===== config.mk =====
export PLATFORM = sky130hd
export DESIGN_NAME = decoder3_8
export DESIGN_NICKNAME = d
export VERILOG_FILES = /design/src/rtl/decoder3_8_pkg.sv /design/src/rtl/decoder3_8.sv
export SDC_FILE = /design/constraint.sdc
export NUM_CORES = 1
export LEC_CHECK = 0
export CORE_AREA = 2 2 39 41
export CTS_CLUSTER_SIZE = 14
export DETAILED_ROUTE_END_ITERATION = 10
export DIE_AREA = 0 0 41 43
export MAX_ROUTING_LAYER = met4
export SLEW_MARGIN = 0
export SYNTH_ARGS = -nofsm -noshare
export SYNTH_HDL_FRONTEND = slang
export SYNTH_SLANG_ARGS = --single-unit

===== constraint.sdc =====
create_clock -name sys_clk -period 0.8 [get_ports sys_clk]
set_clock_uncertainty 0.2 [all_clocks]
set_input_delay 0.08 -clock sys_clk [delete_from_list [all_inputs] [get_ports sys_clk]]
set_output_delay 0.08 -clock sys_clk [all_outputs]
set_load 0.1 [all_outputs]

===== src/rtl/decoder3_8_pkg.sv =====
// Shared widths and the 3-to-8 one-hot decode function for decoder3_8.
package decoder3_8_pkg;

  localparam int SEL_W = 3;
  localparam int OUT_W = 8;

  function automatic logic [OUT_W-1:0] dec3to8(input logic [SEL_W-1:0] sel);
    logic [OUT_W-1:0] code;
    code = '0;
    code[sel] = 1'b1;
    return code;
  endfunction

endpackage


===== src/rtl/decoder3_8.sv =====
// Registered 3-to-8 decoder: {in1,in2,in3} selects one output line one clock later.
// Polarity is applied before the register so the flop holds the final line levels.
module decoder3_8
  import decoder3_8_pkg::*;
#(
  parameter bit ACTIVE_HIGH = 1'b1
) (
  input  logic             sys_clk,
  input  logic             sys_rst,
  input  logic             in1,
  input  logic             in2,
  input  logic             in3,
  output logic [OUT_W-1:0] out
);

  // Idle pattern: no line selected in the configured polarity.
  localparam logic [OUT_W-1:0] IDLE = ACTIVE_HIGH ? {OUT_W{1'b0}} : {OUT_W{1'b1}};

  logic [SEL_W-1:0] sel;
  logic [OUT_W-1:0] onehot;
  logic [OUT_W-1:0] out_next;

  assign sel    = {in1, in2, in3};
  assign onehot = dec3to8(sel);

  for (genvar gi = 0; gi < OUT_W; gi++) begin : g_pol
    assign out_next[gi] = onehot[gi] ^ !ACTIVE_HIGH;
  end

  always_ff @(posedge sys_clk or posedge sys_rst) begin
    if (sys_rst) begin
      out <= IDLE;
    end else begin
      out <= out_next;
    end
  end

endmodule


[Word-level counts from Yosys, hierarchy flattened]
Index checks and enable logic that the tools add are counted.
Operators by class
  order comparisons: 2
  multiplexer cells: 2
  reductions and logical operators: 1
Operators by type and width (count)
  < comparator 3 x 4 -> 1 bit, second input constant: 1
  demux 1 bit (select 3 bit): 1
  >= comparator 3 x 1 -> 1 bit, second input constant: 1
  logical AND 1 bit: 1
  2-to-1 mux 1 bit: 1
Storage, ports and cells
  register bits: 8
  input port bits: 5
  output and inout bits: 8
  word-level logic and storage cells: 6

[Longest topological paths before layout]
  depth after elaboration: 4
  mapped depth: 1
  mapped depth without buffers: 1

[Least setup slack after synthesis]
Ideal clock, no wire load.
  path type: reg-to-output
  start point: register out[0]
  end point: output port out[0]
  arrival: 0.883 ns
  data required time: 0.520 ns
  path slack: -0.363 ns
  stages on the path, launching flop included: 1
  buffers on the path: 0
  cell sequence: dfrtp_1
RTL lines
  from (decl): RTL line decoder3_8.sv:13  | output logic [OUT_W-1:0] out
  from (signal assigned): RTL line decoder3_8.sv:34  | out <= out_next;
No word-level cell between the ends.

[Worst setup path in the final report]
  start point: register out[4]
  end point: output port out[4]
No word-level cell between the ends.

==> results.cfg <==
[synthesis]
ys_ff_latch = 8
synthCells = 17
synth-compound-area-share_pct = 0
synth-adder-area-share_pct = 0
synthTopCellsByArea = dfrtp_1, and3b_2, nor3b_1
yosysWarnings = 0
synth.largest_area_cell = dfrtp_1
yosysTopAreaCellShare_pct = 74.4
synth_xor_area_share_pct = 0
synthMuxAreaShare_pct = 0
seq_area_frac_synth_pct = 74.4
ys_types = 6
syn_nets = 22
syn_area_um2 = 269
synth_top_family_by_area = simple AND/OR/NAND/NOR gates
synth_simple_gate_area_share_pct = 24.2
syn_avg_cell_area_um2 = 15.8

[clocking]
cts_tree = done
path_clk_slew_ns = 0.05
post_cts_buffers = 0
cts-root-buf = clkbuf_4
numCtsBuffers = 3
clock_sinks = 8
htreeDepth = 1
cts_buffer_depth = 2

[critical_path]
cp.required_ns = 0.52
cp.buffers_inverters = 1
path_max_fanout = 1
path_delay_family = flip-flops
end_kind = output pin
arrival_ns = 0.90
slowest_stage = dfrtp_4
start_kind = flop
path_cells = buf_12
path_class = reg -> out
slowest_delay_ns = 0.48

[floorplan]
fp-row-count = 14
die-area_um2 = 1760
dieHeight_um = 43
ios = 13
start_util_pct = 19.4
die_w_um = 41
core-area_um2 = 1380

[power_and_ir_drop]
switching_power_w = 0.000293
p_clk_share_pct = 31.0
leakagePower_nw = 0.230
intPower_w = 0.000685
p_total_w = 0.000978
vdd_ir_drop_max_v = 0.000796
p_sw_share_pct = 30.0
p_comb_share_pct = 23.7
power_density_nw_per_um2 = 1820
sequentialPowerShare_pct = 45.3

[route]
routed_wl_um = 549
drt_iter0_drc = 1
drc = 0
firstDrtPassIters = 2
vias_per_cell = 4.00
num_vias = 192
ant_nets = 0
routedWlPerCell_um = 11.4

[global_route]
grt_remaining_overflow = 0
grt_max_degree = 9
grt.total_usage_pct = 8.16
grt_pass1_vias = 195
grt_pass1_wl_um = 834
antenna_found_initial = 0

[final_layout]
top_register = out
multiInputGateArea_um2 = 65.1
fin_cells = 48
num-nets-final = 39
areaGrowthSynthToFinish_pct = 100
largest_reg_flops = 8
fin_util_pct = 38.9
layout_common_cells = dfrtp_4, buf_12
drive_above_1_share_pct = 71.9
nFillCells = 143
seq_area_um2 = 230
n_antenna_cell = 0
largestRegisters = out: 8 flops

[sta]
max_slew_margin_pct = 80.2
fmax_mhz = 846
finalHoldViolCount = 8
period_share_pct = 148
tightest_slew_ns = 0.297
slew_viol_final = 0
setup_viol = 8
rsz0062_at_grt = yes
layout_min_cycle_time_ns = 1.18
fin_ws_ns = -0.382
fin_tns_setup_ns = -3.02
fin_hold_ws_ns = -0.127

[worst_hold_path]
hold_class = in -> async

[run]
cap_violations = 0

[run_status]
status = complete, but fails checks
violations = negative hold slack, negative setup slack

[placed_design]
io_buffers = 12
place.gp.congestion = 0.586
place_inst = 45
dp_hpwl_um = 392
## power groups by stage
stage | Sequential (W) | Combinational (W) | Clock, W
6_report | 0.000443 | 0.000232 | 0.000303
5_1_grt | 0.000445 | 0.000240 | 0.000333
4_1_cts | 0.000444 | 0.000233 | 0.000318
3_5_place_dp | 0.000452 | 0.000239 | 0
3_3_place_gp | 0.000452 | 0.000235 | 0
2_1_floorplan | 0.000560 | 0.0000207 | 0
## layout make-up
cell class / count / share of cell area (%)
Multi-Input combinational cell: 8 / 12.1
Sequential cell: 8 / 42.8
Timing Repair Buffer: 12 / 36.5
Clock buffer: 3 / 4.19
Inverter: 1 / 0.698
Tap cell: 16 / 3.72
## kinds of logic (layout without fill, tap and decap cells)
logic type | count (synthesis) | after routing
AND/OR/NAND/NOR | 8 | 8
flip-flops | 8 | 8
buffers and inverters | 1 | 16
## per-layer routing
metal	GRT usage, %	wire length, um	part of all wire (%)
met1	10.5	243	44
met4	8.00	0	0
met3	3.66	57	10
met5	-	0	0
met2	8.75	248	45
## path summary, 6_finish.rpt
| kind | to | cells past startpoint | from |
|---|---|---|---|
| max | out[4] | 1 | out[4] |
| min in group sys_clk | out[2] | 2 | in1 |
| min | out[1] | 2 | sys_rst |
| max in group asynchronous | out[7] | 2 | sys_rst |
## Yosys cell counts
cell / count
nor3_1: 1
and3b_2: 3
and3_2: 1
dfrtp_1: 8
nor3b_1: 3
inv_1: 1
## what timing repair did
| item | CTS | global route |
|---|---|---|
| endpoints found under the hold margin | 8 | 8 |
| endpoints found under the setup margin | 16 | 8 |
| gates resized for setup | 3 | 0 |
## per-stage QoR
step	cell area, um^2	setup WS, ns
6_report	538	-0.382
5_1_grt	538	-0.408
4_1_cts	538	-0.392
3_5_place_dp	519	-0.434
3_3_place_gp	519	-0.386
2_1_floorplan	299	-0.0722
(Power assumes the default switching activity.)
